$ cat src/rtl/sync_fifo_flex.sv
// Single-clock FIFO with arbitrary depth and optional first-word-fall-through output.
// Write-to-read latency: 1 edge (standard) or 0 edges (FWFT). No backpressure: writes are dropped when full, reads are ignored when empty, and both set sticky flags.
module sync_fifo_flex #(
  parameter int WIDTH     = 8,
  parameter int DEPTH     = 16,
  parameter int FWFT      = 0,
  parameter int AFULL_TH  = DEPTH - 2,
  parameter int AEMPTY_TH = 2
) (
  input  logic                       clk,
  input  logic                       rstN,
  input  logic                       clr,
  input  logic                       wrEn,
  input  logic [WIDTH-1:0]           wrData,
  input  logic                       rdEn,
  output logic [WIDTH-1:0]           rdData,
  output logic                       full,
  output logic                       empty,
  output logic                       almostFull,
  output logic                       almostEmpty,
  output logic [$clog2(DEPTH+1)-1:0] count,
  output logic                       overflow,
  output logic                       underflow
);

  localparam int PW = (DEPTH > 1) ? $clog2(DEPTH) : 1;
  localparam int CW = $clog2(DEPTH + 1);

  logic [WIDTH-1:0] mem [DEPTH];
  logic [PW-1:0]    wrPtr;
  logic [PW-1:0]    rdPtr;
  logic [CW-1:0]    cnt;
  logic             wrAcc;
  logic             rdAcc;

  // Flags decode the registered count only, so they never glitch between edges.
  assign full        = (cnt == CW'(DEPTH));
  assign empty       = (cnt == '0);
  assign almostFull  = (cnt >= CW'(AFULL_TH));
  assign almostEmpty = (cnt <= CW'(AEMPTY_TH));
  assign count       = cnt;

  assign wrAcc = wrEn && !full && !clr;
  assign rdAcc = rdEn && !empty && !clr;

  always_ff @(posedge clk or negedge rstN) begin
    if (!rstN) begin
      wrPtr     <= '0;
      rdPtr     <= '0;
      cnt       <= '0;
      overflow  <= 1'b0;
      underflow <= 1'b0;
    end else if (clr) begin
      wrPtr     <= '0;
      rdPtr     <= '0;
      cnt       <= '0;
      overflow  <= 1'b0;
      underflow <= 1'b0;
    end else begin
      if (wrEn && full)  overflow  <= 1'b1;
      if (rdEn && empty) underflow <= 1'b1;
      // Explicit wrap so non-power-of-two depths never address past the last entry.
      if (wrAcc) wrPtr <= (wrPtr == PW'(DEPTH - 1)) ? '0 : wrPtr + PW'(1);
      if (rdAcc) rdPtr <= (rdPtr == PW'(DEPTH - 1)) ? '0 : rdPtr + PW'(1);
      case ({wrAcc, rdAcc})
        2'b10:   cnt <= cnt + CW'(1);
        2'b01:   cnt <= cnt - CW'(1);
        default: cnt <= cnt;
      endcase
    end
  end

  always_ff @(posedge clk) begin
    if (wrAcc) mem[wrPtr] <= wrData;
  end

  generate
    if (FWFT != 0) begin : gFwft
      // Head is driven to zero while empty so reset and flush present a clean bus.
      assign rdData = empty ? '0 : mem[rdPtr];
    end else begin : gStd
      always_ff @(posedge clk or negedge rstN) begin
        if (!rstN)      rdData <= '0;
        else if (clr)   rdData <= '0;
        else if (rdAcc) rdData <= mem[rdPtr];
      end
    end
  endgenerate

endmodule

$ cat config.mk
export PLATFORM = sky130hd
export DESIGN_NAME = sync_fifo_flex
export DESIGN_NICKNAME = d
export VERILOG_FILES = /design/src/rtl/sync_fifo_flex.sv
export SDC_FILE = /design/constraint.sdc
export NUM_CORES = 1
export LEC_CHECK = 0
export CORE_ASPECT_RATIO = 0.8
export CORE_MARGIN = 2
export CORE_UTILIZATION = 56
export CTS_CLUSTER_SIZE = 16
export DETAILED_ROUTE_END_ITERATION = 7
export DONT_BUFFER_PORTS = 1
export PLACE_DENSITY_LB_ADDON = 0.3
export SLEW_MARGIN = 20
export SYNTH_ARGS = -nofsm -noshare
export SYNTH_HDL_FRONTEND = slang
export SYNTH_SLANG_ARGS = --single-unit
$ cat constraint.sdc
create_clock -name clk -period 2.6 [get_ports clk]
set_clock_uncertainty 0.2 [all_clocks]
set_input_delay 0.39 -clock clk [delete_from_list [all_inputs] [get_ports clk]]
set_output_delay 0.39 -clock clk [all_outputs]
set_load 0.01 [all_outputs]
==> results, run 1 <==
- The flow ran to the end, but the final reports show violations.
- The final reports fail on negative setup slack.
- Data arrives at the worst endpoint at ~2.8 ns.
- The via count of the first global-routing pass is 3535.
- Setup violations remaining at the end of the flow were counted as 9.
- The average wire per cell in the routed design is ~24 µm.
- The post-CTS clock slew at the launch and capture registers of the worst setup and hold paths is approximately 0.060 ns.
- Per report_power, the combinational group accounts for between 20% and 30% of the total.
- The filler cells instantiated in the layout total ~700.
- Yosys mapped a number of flops with a built-in enable equal to 128.
- Summed over all nets, the switching power comes to 1.875 mW.
- The number of nets at the end of the flow is 421.
- The number of antenna diodes in the final layout is 0.
- The slowest stage of the critical path is the sky130_fd_sc_hd__or4_4 cell.
- The final HPWL from detailed placement is a little over 8000 µm.
- The pre-CTS worst setup slack is -0.05196 ns.
- The post-route standard cell area excluding fillers is between 0.007 and 0.008 mm².
- The synthesized area divided by synthesized cell count is 17.70 µm².
- After layout, the worst setup slack is -0.03924 ns.
- The tool flagged a number of max-cap violations equal to 0.
- When the netlist entered floorplanning its net count stood at around 380.
- Counting every sink on the clock net gives ~150.
- The wire length of the first global-routing pass is roughly 20000 µm.
- In this run the cell area of the synthesized design comes to 0.006284 mm².
- The start point of the critical path is count[0].
- For this run the aggregate overflow at the end of global routing stands at 0.
- The TritonCTS clock tree is built.
- The relative area change from synthesis to final layout is 17.92%.
- The starting density of the core is 57.70%.
- Sorting the synthesized cells by area gives the leading types as sky130_fd_sc_hd__edfxtp_1, sky130_fd_sc_hd__mux4_2, sky130_fd_sc_hd__dfrtp_1, sky130_fd_sc_hd__nor2_1, sky130_fd_sc_hd__nand2_1.
- The number of distinct library cells after synthesis is 41.
- The fraction of registers with async set/reset is 15.23%.
- The port buffer count is 0.
- The routed layout has between 3000 and 4000 vias.
- In this run the worst path has a maximum fanout of 3.
- Of the total power, the clock network draws between 30% and 40%.
- Setup repair after global routing could not meet its margin everywhere.
- The signal on the critical path passes through or3_4 > nor3_4 > nand2b_4 > nor2_4 > xor2_1 > ha_2 > or4_4 > a21o_1 > a21oi_1.
- Cells with a size suffix above 1 make up about 31% of the layout.
- The startpoint of the most critical hold path is clr.
- The total count of max-transition violations in the final report came to 0.
- The most frequent standard cell in the layout excluding fill and tap cells is sky130_fd_sc_hd__edfxtp_1.
- STA classifies the critical path endpoint as a register.
- The internal power summed over all cells is 4.934 mW.
- The post-route minimum period is 2.639 ns.
- The startpoint type of the worst setup path is a register.
- In the finished design, the share of the clock period the worst path needs comes to 101.5%.
- Sequential cells were found to cover 70.33% of the synthesized design area.
- The Yosys step of the flow raised 0 warnings.
- Measured along the y axis, the die boundary spans 98.75 µm.
- The top cell types in the final layout, fill and taps aside, are sky130_fd_sc_hd__edfxtp_1, sky130_fd_sc_hd__mux4_2, sky130_fd_sc_hd__buf_4, sky130_fd_sc_hd__nand2_1.
- The weighted congestion reported at the end of routability-driven placement is 0.8919.
- After detailed routing, the number of remaining DRC violations is 0.
- The root cell of the clock tree is sky130_fd_sc_hd__clkbuf_16.
- In this run, placement finished with an instance count of between 500 and 600.
- The later pin in the worst-skew pair is clocked with a latency of about 0.42 ns.
- After detailed routing, the number of vias per cell comes to approximately 6.1.
- The detailed router finished its first iteration with about 450 violations.
- The pin count of the biggest net entering global routing is 38.
- The predominant post-synthesis flop cell is sky130_fd_sc_hd__edfxtp_1.
- After routing, the total negative slack on setup checks comes to -0.1000 ns.
- CTS built an H-tree with a depth of 4.
- Headroom to the max-slew limit came out at 26.77%.
- The startpoint-to-endpoint class of the critical path is reg2reg.
- The initial antenna violation count came to 0.
- The placed instances occupy a cell area of ~0.0066 mm².
- For the pin with the worst max-slew slack, the measured transition is around 1.1 ns.
- The maximum VDD drop is 0.0005209 V.
- The count of boundary I/O pins is 32.
- The total routing usage reported by global routing is between 20% and 30%.
- After detailed routing, the total wire length is approximately 13000 µm.
- Of the total power, the share spent switching nets is between 20 and 30%.
- The data required time of the critical path is approximately 2.7 ns.
- Clock tree synthesis inserted a total of 17 buffers.
- In this run the deepest clock path goes through 2 buffers.
- The count of cells in the finished layout, fillers not included, comes to 558.
- The achievable clock frequency is around 380 MHz.
- In this run the standard cell core region covers 0.01089 mm².
- The start of the worst register-to-register path is count[0].
- The number of placement rows is 34.
- The top cell type by area accounts for between 60% and 70% of the synthesized area.
- The class of the tightest hold or removal check is in2reg.
- The top cell type by total area after synthesis is sky130_fd_sc_hd__edfxtp_1.
- The number of iterations in the first detailed-routing pass is 5.
- The share of power burned in registers is a little over two fifths.
- The count of nets left with antenna violations once routing finished came out at 0.
- The analysis attributes to cell leakage a power of about 2.5 nW.
- The width of the die is approximately 120 µm.
- The delay contributed by the slowest stage of the critical path is roughly 0.48 ns.
- Power spread over the standard cell area amounts to approximately 920 mW/mm².
- The total count of hold-check failures in the final report was 0.
- Synthesis inferred around 150 register bits.
- The full die area is 0.01209 mm².
- The instance count of the mapped netlist is approximately 360.
## flip-flops by register name, indices dropped and copies added, names as in the netlist
signal and flops:
count 5, mem 128, overflow 1, rdData 8, rdPtr 4, underflow 1
wrPtr 4
## worst max-delay path, delay by kind of cell (launching register included)
kind	cells	cell delay (ns)
XOR/XNOR	1	0.16
AND/OR/NAND/NOR	5	1.27
flip-flops	1	0.40
adder cells (fa/ha/maj)	1	0.21
AO/OA/AOI/OAI	2	0.32
## cell usage after synthesis, types with 2 or more instances
library cell and number:
sky130_fd_sc_hd__nand3_1 4, sky130_fd_sc_hd__a21o_1 2, sky130_fd_sc_hd__a21oi_1 10, sky130_fd_sc_hd__or4_1 2, sky130_fd_sc_hd__nor2_1 28, sky130_fd_sc_hd__or3_1 2
sky130_fd_sc_hd__xnor2_1 3, sky130_fd_sc_hd__buf_6 3, sky130_fd_sc_hd__dfrtp_1 23, sky130_fd_sc_hd__edfxtp_1 128, sky130_fd_sc_hd__buf_2 4, sky130_fd_sc_hd__nand2_1 24
sky130_fd_sc_hd__mux4_2 40, sky130_fd_sc_hd__buf_1 2, sky130_fd_sc_hd__nor3_1 8, sky130_fd_sc_hd__clkbuf_1 8, sky130_fd_sc_hd__buf_4 2, sky130_fd_sc_hd__o21ai_0 14
sky130_fd_sc_hd__ha_1 7, sky130_fd_sc_hd__nor4_4 2, sky130_fd_sc_hd__nand2b_1 3, sky130_fd_sc_hd__inv_1 13, sky130_fd_sc_hd__mux2_2 2, sky130_fd_sc_hd__a22o_1 2
sky130_fd_sc_hd__xor2_1 3
## path summary, 6_finish.rpt
kind                             end  slack, ns  cells after the start
max in group asynchronous   count[2]       1.80                      2
min in group asynchronous  rdData[4]       0.23                      2
min reg2reg                rdData[0]       0.35                      2
max                         count[2]      -0.04                      9
min                         count[4]       0.02                      2
max reg2reg                 count[2]      -0.04                      9
## stage by stage
stage	hold slack [ns]	util [%]	power (mW)
2_1_floorplan	-0.1056	-	3.981
3_3_place_gp	-0.1051	60.47	4.375
3_5_place_dp	-0.1051	60.47	4.391
4_1_cts	0.008761	67.49	6.742
5_1_grt	0.01464	68.04	7.074
6_report	0.01851	68.04	6.808
## cells by family after synthesis
| logic type | share of synthesized area [%] |
|---|---|
| DFF | 70.33 |
| and+or+nand+nor | 5.954 |
| muxes | 14.70 |
| AOI/OAI and AO/OA | 4.321 |
| buffers and inverters | 2.469 |
| adders and majority gates | 1.394 |
| xor gates and xnor gates | 0.8365 |
## power by group through the flow
stage          registers (mW)  clock network (mW)  logic, mW
2_1_floorplan            2.89                   0       1.09
3_3_place_gp             2.88                   0       1.49
3_5_place_dp             2.89                   0       1.51
4_1_cts                  2.84                2.30       1.60
5_1_grt                  2.85                2.40       1.82
6_report                 2.84                2.28       1.69
## layout make-up
class	count	area, µm²	share of cell area, %
inverters	13	48.80	0.6586
multi-input cells	172	1774	23.94
clock buffers	21	486.7	6.569
clock inverters	11	70.07	0.9456
repair buffers	46	425.4	5.741
flip-flops and latches	151	4424	59.71
well taps	144	180.2	2.432
## metal layers
metal / wire (µm) / GRT usage, % / vias up
met5: 0 / 0 / -
met4: 210 / 9.019 / 0
met3: 872 / 5.903 / 18
met2: 6381 / 35.73 / 138
met1: 5905 / 36.16 / 1763
li1: - / - / 1492
## what timing repair did
action,in CTS,in global routing
pin swaps,1,7
buffers inserted,1,5
hold endpoints to repair,163,0
hold buffers,18,0
resized for setup,2,9
setup endpoints to repair,10,78
(Power assumes the default switching activity.)
==> inputs of run 2 (changes only) <==
--- a/config.mk
+++ b/config.mk
@@ -10,7 +10,6 @@
 export CORE_UTILIZATION = 56
 export CTS_CLUSTER_SIZE = 16
 export DETAILED_ROUTE_END_ITERATION = 7
-export DONT_BUFFER_PORTS = 1
 export PLACE_DENSITY_LB_ADDON = 0.3
 export SLEW_MARGIN = 20
 export SYNTH_ARGS = -nofsm -noshare
==> constraint.sdc (replaced) <==
create_clock -name clk -period 2.9 [get_ports clk]
set_clock_uncertainty 0.2 [all_clocks]
set_input_delay 0.435 -clock clk [delete_from_list [all_inputs] [get_ports clk]]
set_output_delay 0.435 -clock clk [all_outputs]
set_load 0.01 [all_outputs]
==> results, run 2 (same netlist as run 1, synthesis figures left out) <==
- The initial antenna violation count is 0 (unchanged).
- For the finished layout, the period the worst path requires is ~2.8 ns.
- The number of flip-flops in the largest register came to 128 (unchanged).
- The flop-to-flop setup slack is 0.14 ns (was -0.04 ns).
- The maximum VDD drop is 0.0003835 V (was 0.0005209 V).
- The area of the placeable core is 0.01089 mm² (unchanged).
- The power per cell area is 809.4 mW/mm² (was 918.9 mW/mm²).
- The actual slew at the worst max-slew pin was 0.8680 ns (was 1.094 ns).
- The setup slack after layout is 0.1365 ns (was -0.03924 ns).
- The total routing usage reported by global routing is 24.79% (was 24.36%).
- The worst slew margin relative to its limit is 41.92% (was 26.77%).
- The peak fanout along the critical path is 4 (was 3).
- The number of nets at the end of the flow is 444 (was 421).
- The full die area is 0.01209 mm² (unchanged).
- The startpoint-to-endpoint class of the critical path is reg2out (was reg2reg).
- The DRC violation count after routing came to 0 (unchanged).
- The via count of the first global-routing pass was 3510 (was 3535).
- The total count of max-transition violations in the final report is 0 (unchanged).
- The number of nets with antenna violations after routing is 0 (unchanged).
- The wire length of the first global-routing pass came to 20850 µm (was 20400 µm).
- The number of placement rows is 34 (unchanged).
- The reported max-cap violation count came to 0 (unchanged).
- The H-tree depth reported by CTS is 4 (unchanged).
- The setup-violating endpoint count in the final report is 0 (was 9).
- The register containing the most flip-flops in the final layout was mem (unchanged).
- The total chip power is 6.125 mW (was 6.808 mW).
- The most frequent standard cell in the layout excluding fill and tap cells was sky130_fd_sc_hd__edfxtp_1 (unchanged).
- The port buffer count was 31 (was 0).
- The total count of hold-check failures in the final report is 0 (unchanged).
- The worst hold margin is 0.1787 ns (was 0.01851 ns).
- The width of the die is 122.4 µm (unchanged).
- The pre-CTS worst setup slack was -0.01465 ns (was -0.05196 ns).
- The share of post-route cells with drive strength above 1 is 28.15% (was 31.16%).
- The reported leakage power is 2.609 nW (was 2.534 nW).
- The startpoint type of the worst setup path is a register (unchanged).
- The final wirelength is 13430 µm (was 13370 µm).
- The starting density of the core is 57.70% (unchanged).
- The DRC marker count from the first detailed-route iteration is 508 (was 446).
- Based on the critical path, the design can be clocked at up to 361.9 MHz.
- The total number of clock tree sinks is 151 (unchanged).
- The end of the worst register-to-register path was count[2] (unchanged).
- The class of the tightest hold or removal check is in2async (was in2reg).
- The pin count of the biggest net entering global routing is 38 (unchanged).
- Dividing the final minimum period by the clock period gives a little over nine tenths.
- The clock latency on the worst-skew pair is 0.41 ns (was 0.42 ns).
- The weighted congestion reported at the end of routability-driven placement was 1.007 (was 0.8919).
- The data required time of the critical path is 2.27 ns (was 2.74 ns).
- The number of cell instances on the worst register-to-register path is 9 (unchanged).
- The final HPWL from detailed placement is 8804 µm (was 8212 µm).
- The signal arrival time at the worst endpoint is 2.13 ns (was 2.77 ns).
- The final core utilization is 69.49% (was 68.04%).
- The via count normalized by instance count is 6.079 (was 6.113).
- The maximum count of clock buffers along a single path is 2 (unchanged).
- Commonest non-fill, non-tap cells in the layout: sky130_fd_sc_hd__edfxtp_1, sky130_fd_sc_hd__mux4_2, sky130_fd_sc_hd__buf_4, sky130_fd_sc_hd__clkdlybuf4s50_1, sky130_fd_sc_hd__nor2_1 (was sky130_fd_sc_hd__edfxtp_1, sky130_fd_sc_hd__mux4_2, sky130_fd_sc_hd__buf_4, sky130_fd_sc_hd__nand2_1).
- The delay contributed by the slowest stage of the critical path is 0.52 ns (was 0.48 ns).
- The average wire per cell in the routed design is 23.11 µm (was 23.96 µm).
- The post-CTS clock slew at the launch and capture registers of the worst setup and hold paths came to 0.06 ns (about the same).
- The count of hold-fix buffers inserted at cts is 0 (was 18).
- The relative area change from synthesis to final layout is 20.43% (was 17.92%).
- The total number of vias is 3532 (was 3411).
- Run status: complete, no violations (was finished with violations).
- The slowest stage cell on the critical path is sky130_fd_sc_hd__clkdlybuf4s50_1 (was sky130_fd_sc_hd__or4_4).
- The global-route congestion overflow total is 0 (unchanged).
- The total negative slack for setup checks is 0 ns (was -0.1000 ns).
- The type of element capturing the critical path is an output port (was register).
- Setup repair after global routing missed its margin: false (was true).
- The start of the worst register-to-register path is count[2] (was count[0]).
- The height of the die is 98.75 µm (unchanged).
- The number of iterations in the first detailed-routing pass is 5 (unchanged).
- The antenna diode count is 0 (unchanged).
- The clock buffer count from CTS is 17 (unchanged).
- The count of boundary I/O pins is 32 (unchanged).
- The TritonCTS clock tree is built (unchanged).
- CP Cell Sequence: or3_1 > nor3_4 > buf_4 > clkdlybuf4s50_1 (was or3_4 > nor3_4 > nand2b_4 > nor2_4 > xor2_1 > ha_2 > or4_4 > a21o_1 > a21oi_1).
- The root cell of the clock tree is sky130_fd_sc_hd__clkbuf_16 (unchanged).
## run 2: routing by layer
| layer | wire, µm | GRT usage [%] | vias up |
|---|---|---|---|
| li1 | - | - | 1537 |
| met1 | 5921 | 38.42 | 1815 |
| met2 | 6198 | 34.79 | 165 |
| met3 | 1130 | 6.829 | 15 |
| met4 | 176 | 7.692 | 0 |
| met5 | 0 | 0 | - |
## run 2: repair_timing
action	CTS	global route
setup buffers	0	0
setup endpoints to repair	1	0
resized for setup	2	0
## run 2: critical path, delay by kind of cell, from the launching register on
| family | cells | cell delay [ns] |
|---|---|---|
| simple gates | 2 | 0.68 |
| buf+inv | 2 | 0.67 |
| flops | 1 | 0.37 |
## run 2: area by class of cell
class / instances / area, µm²
clock buffer: 21 / 470.5
clock inverter: 11 / 98.84
fill: 725 / 3323
inverter: 13 / 48.80
multi-input combinational: 172 / 1728
sequential: 151 / 4422
tap: 144 / 180.2
timing repair buffer: 69 / 619.3
## run 2: worst max path at each step
stage / from / endpoint / slack [ns] / cells past startpoint
CTS: count[2] / empty / 0.12 / 4
global route: count[2] / count[4] / 0.01 / 10
finish: count[2] / empty / 0.14 / 4
floorplan: count[2] / count[2] / 0.03 / 9
global placement: rdEn / count[2] / 0.08 / 9
detailed placement: rdEn / count[4] / -0.01 / 10
## run 2: where the power goes
| part | leakage, nW | switching, mW | internal (mW) |
|---|---|---|---|
| registers | 1.46 | 0.0646 | 2.45 |
| clock network | 0.283 | 0.820 | 1.25 |
| logic | 0.863 | 0.767 | 0.775 |
## run 2: stage by stage
| step | std cells | area [µm²] |
|---|---|---|
| floorplan | 355 | 6302 |
| global placement | 549 | 6998 |
| detailed placement | 549 | 6998 |
| CTS | 581 | 7567 |
| global route | 581 | 7567 |
| finish | 581 | 7567 |
==> inputs of run 3 (changes only) <==
--- a/config.mk
+++ b/config.mk
@@ -8,9 +8,9 @@
 export CORE_ASPECT_RATIO = 0.8
 export CORE_MARGIN = 2
 export CORE_UTILIZATION = 56
-export CTS_CLUSTER_SIZE = 16
 export DETAILED_ROUTE_END_ITERATION = 7
 export PLACE_DENSITY_LB_ADDON = 0.3
+export SKIP_CTS_REPAIR_TIMING = 1
 export SLEW_MARGIN = 20
 export SYNTH_ARGS = -nofsm -noshare
 export SYNTH_HDL_FRONTEND = slang
==> results, run 3 (same netlist as run 1, synthesis figures left out) <==
- Run status: complete, no violations (unchanged).
- The DRC marker count from the first detailed-route iteration came to 469 (was 508).
- The startpoint type of the worst setup path is a register (unchanged).
- The number of iterations in the first detailed-routing pass was 5 (unchanged).
- The H-tree depth reported by CTS came to 4 (unchanged).
- The DRC violation count after routing is 0 (unchanged).
- The starting density of the core is 57.70% (unchanged).
- The TritonCTS clock tree was built (unchanged).
- The number of flip-flops in the largest register is 128 (unchanged).
- The via count of the first global-routing pass came to 3510 (unchanged).
- The maximum count of clock buffers along a single path is 2 (unchanged).
- The clock latency on the worst-skew pair is 0.41 ns (about the same).
- The number of nets at the end of the flow came to 444 (unchanged).
- The total number of vias is 3554 (was 3532).
- The total count of max-transition violations in the final report is 0 (unchanged).
- The type of element capturing the critical path is an output port (unchanged).
- The slowest stage cell on the critical path is sky130_fd_sc_hd__clkdlybuf4s50_1 (unchanged).
- The switching component of the power is 1.650 mW (was 1.651 mW).
- The share of post-route cells with drive strength above 1 is 27.92% (was 28.15%).
- Setup repair after global routing missed its margin: false (unchanged).
- The startpoint-to-endpoint class of the critical path is reg2out (unchanged).
- The reported leakage power was 2.625 nW (was 2.609 nW).
- The cell area after placement is 0.006998 mm² (unchanged).
- The total number of clock tree sinks is 151 (unchanged).
- The global-route congestion overflow total is 0 (unchanged).
- The setup-violating endpoint count in the final report is 0 (unchanged).
- The number of placement rows is 34 (unchanged).
- The total chip power is 6.123 mW (was 6.125 mW).
- The combinational cell fraction of total power is 25.1% (was 25.2%).
- The flop-to-flop setup slack is 0.14 ns (about the same).
- The final HPWL from detailed placement is 8804 µm (unchanged).
- The end of the worst register-to-register path is count[2] (unchanged).
- The antenna diode count was 0 (unchanged).
- CP Cell Sequence: or3_1 > nor3_4 > buf_4 > clkdlybuf4s50_1 (unchanged).
- The reported max-cap violation count is 0 (unchanged).
- The post-route fraction of the period consumed by the critical path was 95.67% (was 95.29%).
- The register containing the most flip-flops in the final layout is mem (unchanged).
- The actual slew at the worst max-slew pin came to 0.8746 ns (was 0.8680 ns).
- The maximum VDD drop was 0.0003832 V (was 0.0003835 V).
- The total count of hold-check failures in the final report is 0 (unchanged).
- The clock buffer count from CTS is 17 (unchanged).
- The start point of the critical path was count[1] (was count[2]).
- The via count normalized by instance count was 6.117 (was 6.079).
- The worst slew margin relative to its limit came to 41.48% (was 41.92%).
- The class of the tightest hold or removal check was in2async (unchanged).
- The number of nets with antenna violations after routing is 0 (unchanged).
- The delay contributed by the slowest stage of the critical path is 0.52 ns (about the same).
- The share of power burned in registers is 41.1% (about the same).
- The instance count on the critical path came to 4 (unchanged).
- The count of boundary I/O pins is 32 (unchanged).
- The width of the die was 122.4 µm (unchanged).
- The pin count of the biggest net entering global routing was 38 (unchanged).
- The internal power summed over all cells was 4.473 mW (was 4.474 mW).
- The average wire per cell in the routed design is 23.14 µm (was 23.11 µm).
- The full die area is 0.01209 mm² (unchanged).
- The number of cell instances on the worst register-to-register path came to 9 (unchanged).
- The part of the total power dissipated in the clock network came to 33.8% (was 33.7%).
- The post-CTS clock slew at the launch and capture registers of the worst setup and hold paths is 0.06 ns (about the same).
- The most frequent standard cell in the layout excluding fill and tap cells is sky130_fd_sc_hd__edfxtp_1 (unchanged).
- The signal arrival time at the worst endpoint is 2.14 ns (was 2.13 ns).
- The relative area change from synthesis to final layout came to 20.47% (was 20.43%).
- The critical path endpoint is empty (unchanged).
- Commonest non-fill, non-tap cells in the layout: sky130_fd_sc_hd__edfxtp_1, sky130_fd_sc_hd__mux4_2, sky130_fd_sc_hd__buf_4, sky130_fd_sc_hd__clkdlybuf4s50_1, sky130_fd_sc_hd__nor2_1 (unchanged).
- The start of the worst register-to-register path is count[1] (was count[2]).
- The power per cell area is 808.9 mW/mm² (was 809.4 mW/mm²).
- The weighted congestion reported at the end of routability-driven placement is 1.007 (unchanged).
- The family with the most delay on the worst path is buffers and inverters (was simple AND/OR/NAND/NOR gates).
- The post-route minimum period is 2.775 ns (was 2.764 ns).
- The total routing usage reported by global routing was 24.80% (was 24.79%).
- The number of buffer and inverter instances along the worst setup path is 2 (unchanged).
- The worst hold margin is 0.1778 ns (was 0.1787 ns).
- The switching part of the total power is 26.95% (was 26.96%).
- The wire length of the first global-routing pass came to 20850 µm (unchanged).
- The post-route standard cell area excluding fillers was 0.007570 mm² (was 0.007567 mm²).
- The root cell of the clock tree is sky130_fd_sc_hd__clkbuf_16 (unchanged).
- The port buffer count came to 31 (unchanged).
- The height of the die is 98.75 µm (unchanged).
- The initial antenna violation count came to 0 (unchanged).
- The peak fanout along the critical path is 4 (unchanged).
- The number of fillers in the final layout is 723 (was 725).
- The data required time of the critical path is 2.27 ns (about the same).
- The area of the placeable core came to 0.01089 mm² (unchanged).
- The final wirelength is 13440 µm (was 13430 µm).
- The achievable clock frequency is 360.4 MHz (was 361.9 MHz).
## run 3: changes by cell type in the layout (fill, tap and decap cells not counted)
cell,previous run,this run
sky130_fd_sc_hd__dfrtp_2,2,1
sky130_fd_sc_hd__dlygate4sd2_1,1,0
sky130_fd_sc_hd__dfrtp_1,21,22
sky130_fd_sc_hd__dlymetal6s2s_1,0,1
## run 3: how the worst min path moves through the flow
stage	startpoint	end	slack, ns
final	rstN	rdData[7]	0.18
after floorplan	rstN	count[0]	-0.06
after global routing	rstN	rdData[7]	0.19
after detailed placement	rdData[2]	rdData[2]	0.27
after global placement	rdData[3]	rdData[3]	0.26
after CTS	rstN	rdData[7]	0.18
## run 3: cell type report
class                           count  area, µm²  share of cell area, %
Sequential cell                   151       4420                  58.40
Multi-Input combinational cell    172       1728                  22.83
Timing Repair Buffer               69      623.1                  8.231
Clock buffer                       21      470.5                  6.215
Tap cell                          144      180.2                  2.380
Clock inverter                     11      98.84                  1.306
Inverter                           13      48.80                 0.6446
## run 3: worst register-to-register path: stages, from the launching register on
cell and delay, ns:
sky130_fd_sc_hd__dfrtp_1 0.39, sky130_fd_sc_hd__or3_1 0.48, sky130_fd_sc_hd__nor3_4 0.18, sky130_fd_sc_hd__nand2b_4 0.15, sky130_fd_sc_hd__nor2_1 0.06, sky130_fd_sc_hd__xor2_1 0.15
sky130_fd_sc_hd__ha_1 0.21, sky130_fd_sc_hd__or4_1 0.54, sky130_fd_sc_hd__a21o_1 0.19, sky130_fd_sc_hd__a21oi_1 0.13
## run 3: layer usage
metal  global-route usage [%]  up-vias  wire length [µm]  share of wire, %
met3                    6.829       15              1257               9.3
met4                    7.692        0               185               1.4
met1                    38.45     1827              5811                43
li1                         -     1536                 -                 -
met5                        0        -                 0                 0
met2                    34.79      176              6189                46
## run 3: power by group through the flow
stage / combinational [mW] / clock (mW) / sequential (mW)
after global placement: 1.52 / 0 / 2.55
after CTS: 1.55 / 2.10 / 2.52
after detailed placement: 1.53 / 0 / 2.56
after global routing: 1.67 / 2.19 / 2.53
final: 1.54 / 2.07 / 2.52
after floorplan: 0.960 / 0 / 2.59
## run 3: per-stage QoR
step | instances | setup WS [ns] | utilization [%] | TNS (ns)
final | 581 | 0.1255 | 69.51 | 0
after global routing | 581 | 0.01423 | 69.51 | 0
after CTS | 581 | -0.008814 | 69.49 | -0.008814
after detailed placement | 549 | -0.01465 | 64.26 | -0.01465
after global placement | 549 | 0.07549 | 64.26 | 0
after floorplan | 355 | 0.02506 | - | 0
==> edit: new RTL, flow settings as in run 2 <==
The parameter `DEPTH` goes from 16 to 8.
--- a/src/rtl/sync_fifo_flex.sv
+++ b/src/rtl/sync_fifo_flex.sv
@@ -2,7 +2,7 @@
 // Write-to-read latency: 1 edge (standard) or 0 edges (FWFT). No backpressure: writes are dropped when full, reads are ignored when empty, and both set sticky flags.
 module sync_fifo_flex #(
   parameter int WIDTH     = 8,
-  parameter int DEPTH     = 16,
+  parameter int DEPTH     = 8,
   parameter int FWFT      = 0,
   parameter int AFULL_TH  = DEPTH - 2,
   parameter int AEMPTY_TH = 2
Interface: changed (resized count); port bits go from 32 to 31. No check against the original RTL was run, so the function may have changed too.
==> edit against run 2 <==
  * Worst setup slack got worse by 22 ps
  * Cell count decreased by 40%
  * Sequential cell count is 67 lower
  * Total power is 39% lower
  * Clock power shrank 54%
  * Critical path type unchanged
  * Final area shrank 44%
  * Wire length down 51%
  * Synthesized area is 44% lower
==> edit: results (changes against run 2) <==
Outcome
  • Status: finished, final reports clean

Clocking
  • Level count of the clock H-tree: 3 (-1)
  • CTS sink count: 84 (-44%)
  • Skew-Pair Late Insertion Delay: 340 ps (-70 ps)
  • Clock transition at the registers of the reported paths: 80 ps (+20 ps)
  • Post-cts sizing count: 0 (-2)

Layout
  • Multi-Input Combinational: 114 (-34%)
  • Non-Filler Instances: 346 (-40%)
  • Clock buffers: 9 (-57%)
  • FF/Latch Area: 2420 µm² (-45%)
  • Max reg flops: 64 (-50%)
  • Signal buffers: 50 (-28%)
  • Layout non-clock buf frac: 10.6% (+2.4 points)
  • Nets: 280 (-37%)
  • Share of cells above drive strength 1: 21.1% (-7.0 points)
  • Inverters: 2 (-11)
  • FILL cells: 400 (-45%)
  • Clk cell area share: 5.53% (-2.0 points)

Synth
  • Area contributors post-synth: edfxtp_1 54%, dfrtp_1 14%, mux4_2 10%, mux2i_1 2.3%, ha_1 2.1%
  • Post-Syn Area: 3540 µm² (-44%)
  • Mapped Cells: 214 (-40%)
  • Synth Net Count: 233 (-38%)
  • Post-synth EDFFs: 64 (-50%)
  • Mux cell area share after synthesis: 12.8% (-1.9 points)
  • Synth Area in Compound Gates: 6.61% (+2.3 points)
  • Seq/Total Area, Yosys: 68.5% (-1.9 points)
  • Post-synth top cells: 64 x edfxtp_1, 20 x dfrtp_1, 19 x nor2_1

Place
  • Dpl hpwl: 4.32 mm (-51%)
  • Routability cong.: 0.764 (-24%)
  • Number of port buffers: 30 (-3.2%)
  • Dpl ws: 266 ps (+280 ps)
  • Placed Cells: 331 (-40%)
  • Dpl cell area: 4020 µm² (-43%)

Route
  • Via count of the routed design: 2039 (-42%)
  • Detailed Routing Iterations Pass 1: 4 (-1)
  • Post-DR wirelength/cell: 19.0 µm (-18%)
  • 1st-iter DRT viols: 139 (-73%)

Timing
  • Hold WS: 240 ps (+61.1 ps)
  • Period utilization: 96.0% (+0.75 points)

Global route
  • GR Util All Layers: 20.8% (-4.0 points)
  • Largest net degree at the start of global routing: 21 (-45%)
  • Global-route wire length before repair: 10.4 mm (-50%)

Power
  • Internal power: 2.65 mW (-41%)
  • Seq power: 1.51 mW (-40%)
  • LEAKAGE: 1.51 nW (-42%)
  • Sw Pwr: 1.10 mW (-33%)
  • Logic pwr share: 34.1% (+8.9 points)

Critical path
  • R2r startpoint: count[3]$_DFFE_PN0P_
  • Reg-to-reg endpoint: count[3]$_DFFE_PN0P_
  • Max FO, Critical Path: 9 (+5)
[edit: cell types whose count changed in the layout (fill, tap and decap cells not counted), moves of 4 or more]
cell and change:
buf_4 -16, edfxtp_1 -64, mux4_2 -24, clkbuf_16 -17, inv_1 -12, clkbuf_8 +6, nand2_1 -16, a211oi_1 +8
o21ai_0 -12, clkinv_4 -4, mux2i_1 +8, nor2_1 -9
[edit: cells by family after synthesis]
family	count (synthesis)
compound gates	32
mux	25
simple gates	48
fa+ha+maj	6
buf+inv	16
flops	84
xor+xnor	3
[edit: per-layer routing]
layer / part of all wire (%) / GRT usage (%) / vias to the layer above
met4: 1.3 / 5.39 / 0
li1: - / - / 933
met3: 5.2 / 5.21 / 6
met1: 43 / 28.4 / 1048
met5: 0 / 0 / -
met2: 50 / 34.7 / 52
[edit: critical path, stage by stage, from the launching register on]
cell and delay [ps]:
dfrtp_1 490, or4b_1 520, buf_4 210, clkinv_8 60, clkdlybuf4s50_1 520
